===== config.mk =====
export PLATFORM = sky130hd
export DESIGN_NAME = ones_pattern_gen
export DESIGN_NICKNAME = d
export VERILOG_FILES = /design/src/rtl/ones_pattern_gen.sv
export SDC_FILE = /design/constraint.sdc
export NUM_CORES = 1
export LEC_CHECK = 0
export CAP_MARGIN = 20
export CORE_MARGIN = 2
export CORE_UTILIZATION = 35
export CTS_CLUSTER_DIAMETER = 200
export CTS_CLUSTER_SIZE = 20
export DETAILED_ROUTE_END_ITERATION = 8
export GPL_ROUTABILITY_DRIVEN = 0
export HOLD_SLACK_MARGIN = 0.05
export PLACE_DENSITY = 0.56
export SLEW_MARGIN = 20
export SYNTH_ARGS = -nofsm -noshare
export SYNTH_HDL_FRONTEND = slang
export SYNTH_SLANG_ARGS = --single-unit

===== constraint.sdc =====
create_clock -name clk -period 2.9 [get_ports clk]
set_clock_uncertainty 0.15 [all_clocks]
set_input_delay 0.29 -clock clk [delete_from_list [all_inputs] [get_ports clk]]
set_output_delay 0.29 -clock clk [all_outputs]
set_load 0.01 [all_outputs]

===== src/rtl/ones_pattern_gen.sv =====
// Enumerates every WIDTH-bit word with exactly k set bits, ascending, one word per
// accepted valid/ready transfer. Successor words come from a Gosper step (no divider).
module ones_pattern_gen #(
  parameter int WIDTH = 8,
  parameter int CW    = 4,
  parameter int NW    = 10
) (
  input  logic             clk,
  input  logic             rst,
  input  logic             start,
  input  logic [CW-1:0]    k_in,
  input  logic             d_ready,
  output logic             d_valid,
  output logic [WIDTH-1:0] d_out,
  output logic             d_last,
  output logic             busy,
  output logic             done,
  output logic             err,
  output logic [NW-1:0]    pat_cnt,
  output logic             state_dbg
);

  localparam int TZW = (WIDTH > 1) ? $clog2(WIDTH) : 1;

  typedef enum logic {
    IDLE = 1'b0,
    RUN  = 1'b1
  } state_t;

  state_t           state;
  logic [WIDTH-1:0] top_q;

  logic [WIDTH-1:0] low_word;
  logic [WIDTH-1:0] top_word;
  logic [WIDTH-1:0] lsb;
  logic [WIDTH-1:0] ripple;
  logic [WIDTH-1:0] nxt;
  logic [TZW-1:0]   tz;
  logic             xfer;

  assign state_dbg = state;

  // First word has k ones in the LSBs; final word has k ones in the MSBs.
  assign low_word = ~({WIDTH{1'b1}} << k_in);
  assign top_word = ~({WIDTH{1'b1}} >> k_in);

  always_comb begin
    tz = '0;
    for (int i = WIDTH - 1; i >= 0; i--) begin
      if (d_out[i]) tz = TZW'(i);
    end
  end

  // Gosper successor: carry the lowest run of ones up by one position and
  // refill the bits it leaves behind at the bottom of the word.
  assign lsb    = d_out & (~d_out + WIDTH'(1));
  assign ripple = d_out + lsb;
  assign nxt    = ripple | (((d_out ^ ripple) >> 2) >> tz);

  // Handshake: a word moves when d_valid & d_ready are both high at a rising
  // edge; while d_valid is high and d_ready low, d_out and d_last are held.
  assign xfer = d_valid & d_ready;

  always_ff @(posedge clk or posedge rst) begin
    if (rst) begin
      state   <= IDLE;
      d_valid <= 1'b0;
      d_out   <= '0;
      d_last  <= 1'b0;
      busy    <= 1'b0;
      done    <= 1'b0;
      err     <= 1'b0;
      pat_cnt <= '0;
      top_q   <= '0;
    end else begin
      done <= 1'b0;
      err  <= 1'b0;
      case (state)
        IDLE: begin
          if (start) begin
            if (k_in > CW'(WIDTH)) begin
              err <= 1'b1;
            end else begin
              state   <= RUN;
              busy    <= 1'b1;
              d_valid <= 1'b1;
              d_out   <= low_word;
              d_last  <= (low_word == top_word);
              top_q   <= top_word;
              pat_cnt <= '0;
            end
          end
        end
        RUN: begin
          if (xfer) begin
            pat_cnt <= pat_cnt + NW'(1);
            if (d_last) begin
              state   <= IDLE;
              d_valid <= 1'b0;
              busy    <= 1'b0;
              done    <= 1'b1;
            end else begin
              d_out  <= nxt;
              d_last <= (nxt == top_q);
            end
          end
        end
        default: state <= IDLE;
      endcase
    end
  end

endmodule


==> flow_summary.toml <==
[status]
status = "finished, final reports clean"

[logic_synthesis]
synth_fp_nets = 274
synth-async-reset-ratio_pct = 100.0
synth_compound_area_share_pct = 25.27
syn_inst = 265
synth_flop_cell = "dfrtp_1"
yosys.area_share.adder_pct = 0.5666
muxShareOfSynthArea_pct = 2.663
avgSynthCellArea_um2 = 8.333
synth_top_family_by_area = "simple AND/OR/NAND/NOR gates"
yosysTopAreaCell = "dfrtp_1"
synth_edf_count = 0
synth_xor_area_share_pct = 4.759
synth_warnings = 0
syn_area_mm2 = 0.002208
ys_types = 63
yosysTopAreaCellShare_pct = 35.13
yosys-top-cells-area = "dfrtp_1 35%, nor2_1 5.6%, a21oi_1 5.0%"
ys_ff_latch = 31
yosys.area_share.simple_pct = 25.95
ys_seq_area_share_pct = 35.13

[floorplanning]
core_mm2 = 0.006026
dieHeight_um = 83.44
start_util_pct = 36.65
die_x_um = 83.44
dieArea_mm2 = 0.006961
ios = 32
placementRows = 28

[setup_path]
start_kind = "register"
cp_slowest_stage_delay_ns = 0.47
crit_buf_inv = 0
worstPathRequired_ns = 2.97
crit_family = "compound AO/OA/AOI/OAI gates"
end_kind = "register"
cp_max_fo = 7
crit_chain = "nor2b_1 > or3_1 > o31ai_1 > a211oi_1 > xnor2_1 > a2111oi_4 > nand4_1 > o21ai_1"
path_class = "register to register"
cp_slowest_cell = "dfrtp_1"
arrival_ns = 2.74

[global_routing]
grt_pass1_vias = 2152
antenna_found_initial = 0
grt_max_degree = 32
grt_usage_pct = 18.80
grt_pass1_wl_mm = 10.57
grt_remaining_overflow = 0

[job]
cap_violations = 0

[routing]
via_per_inst = 5.795
wl_mm = 6.444
wl_per_cell_um = 16.96
vias = 2202
dr.pass1.iters = 4
drt_iter0_markers = 171
drc = 0
antenna_left = 0

[clock_tree]
cts-resized-gates = 0
hold_buffers = 0
cts_tree = "yes"
htree_levels = 2
cts_buffer_depth = 2
root_buffer = "clkbuf_8"
cts_buffers = 5
clkSinkCount = 31
clkLatencyLatePin_ns = 0.29
cts_setup_buffers = 0
cts.clk_slew.worst_paths_ns = 0.08

[sta]
fin_crit_ns = 2.669
whs_ns = 0.2298
final_hold_viol_count = 0
rsz0062_at_grt = "no"
fin_tns_setup_ns = 0
finalSetupViolCount = 0
relSlewSlack_pct = 64.08
fin_crit_sh_pct = 92.05
slew_viol_final = 0
fmax_ghz = 0.3746
worstMarginPinSlew_ns = 0.5347

[pwr]
power.share.clock_pct = 11.0
p_int_mw = 1.630
swShare_pct = 47.54
switching_power_mw = 1.477
seqPwrFrac_pct = 25.4
power_mw = 3.107
ir_worst_vdd_v = 0.0004680
p_per_area_mw_per_mm2 = 1130
p_leak_nw = 1.097
combPwrFrac_pct = 63.7

[cells_and_area]
antenna_cells = 0
nets = 313
final_cell_mix = "33 x nor2_1, 31 x dfrtp_1, 31 x clkdlybuf4s50_1"
drive_above_1_share_pct = 13.44
syn2layout_area_growth_pct = 24.48
design_area_mm2 = 0.002749
final_common_cell = "nor2_1"

[placement]
dpl.hpwl_mm = 4.774
dpl_cell_area_mm2 = 0.002668
numPortBuffers = 31

[hold_path]
min_path_type = "input pin to asynchronous set/reset pin"
## synthesized netlist by cell type (3+ instances only)
| master | instances |
|---|---|
| nand4_1 | 7 |
| o31ai_1 | 5 |
| o21ai_1 | 3 |
| inv_1 | 9 |
| clkbuf_1 | 11 |
| a21oi_1 | 22 |
| o21a_1 | 4 |
| nor2_1 | 33 |
| and2_1 | 3 |
| nor2b_1 | 5 |
| o211ai_1 | 3 |
| dfrtp_1 | 31 |
| xnor2_1 | 5 |
| nor3_1 | 7 |
| o22ai_1 | 4 |
| mux2_2 | 3 |
| nand3_1 | 11 |
| nand2b_1 | 6 |
| nand2_1 | 17 |
| o21ai_0 | 14 |
| xor2_1 | 7 |
## worst register-to-register path, stage by stage, from the launching register on
cell	delay [ns]
dfrtp_1	0.47
nor2b_1	0.32
or3_1	0.35
o31ai_1	0.13
a211oi_1	0.39
xnor2_1	0.18
a2111oi_4	0.34
nand4_1	0.13
o21ai_1	0.13
## cell families (layout without fill, tap and decap cells)
kind of cell	after synthesis	count (layout)
AND/OR/NAND/NOR	109	109
AO/OA/AOI/OAI	80	80
flip-flops	31	31
XOR/XNOR	12	12
buffers and inverters	27	67
adder cells (fa/ha/maj)	1	1
multiplexers	5	5
## metrics by stage
step | cells | setup slack, ns | util (%)
after floorplan | 265 | 0.3588 | -
after global placement | 372 | 0.3178 | 44.27
after detailed placement | 372 | 0.2940 | 44.27
after CTS | 380 | 0.2850 | 45.62
after global routing | 380 | 0.08612 | 45.62
final | 380 | 0.2306 | 45.62
## routing by layer
layer | up-vias | wire (µm) | track usage [%]
met3 | 19 | 371 | 3.678
met5 | - | 0 | 0
li1 | 1045 | - | -
met4 | 0 | 160 | 7.918
met2 | 90 | 3121 | 30.72
met1 | 1048 | 2789 | 24.29
## power by group through the flow
stage               Combinational (mW)  Sequential [mW]  Clock [mW]
floorplan                         1.33            0.773           0
global placement                  1.95            0.792           0
detailed placement                1.94            0.790           0
CTS                               1.95            0.783       0.347
global route                      2.15            0.816       0.367
finish                            1.98            0.788       0.341
## path summary, 6_finish.rpt
| path | endpoint | depth (start not counted) | slack, ns | startpoint |
|---|---|---|---|---|
| max reg2reg | d_last$_DFFE_PP0P_ | 8 | 0.23 | d_out[2]$_DFFE_PP0P_ |
| max in group asynchronous | top_q[6]$_DFFE_PP0P_ | 3 | 2.06 | rst |
| min | pat_cnt[8]$_DFFE_PP0P_ | 3 | 0.23 | rst |
| min reg2reg | top_q[2]$_DFFE_PP0P_ | 2 | 0.41 | top_q[2]$_DFFE_PP0P_ |
| max | d_last$_DFFE_PP0P_ | 8 | 0.23 | d_out[2]$_DFFE_PP0P_ |
| min in group clk | top_q[2]$_DFFE_PP0P_ | 2 | 0.41 | top_q[2]$_DFFE_PP0P_ |
## sequential cells by signal, summed over array words and instances (netlist names)
| name | count |
|---|---|
| busy | 1 |
| d_last | 1 |
| d_out | 8 |
| done | 1 |
| err | 1 |
| pat_cnt | 10 |
| state_dbg | 1 |
| top_q | 8 |
## final cells by class
| cell class | instances | area [µm²] |
|---|---|---|
| clock buffers | 7 | 76.32 |
| flip-flops and latches | 31 | 775.7 |
| well taps | 75 | 93.84 |
| repair buffers | 50 | 452.9 |
| fillers | 601 | 3277 |
| clock inverters | 1 | 5.005 |
| multi-input cells | 207 | 1311 |
| inverters | 9 | 33.78 |
(Power assumes the default switching activity.)
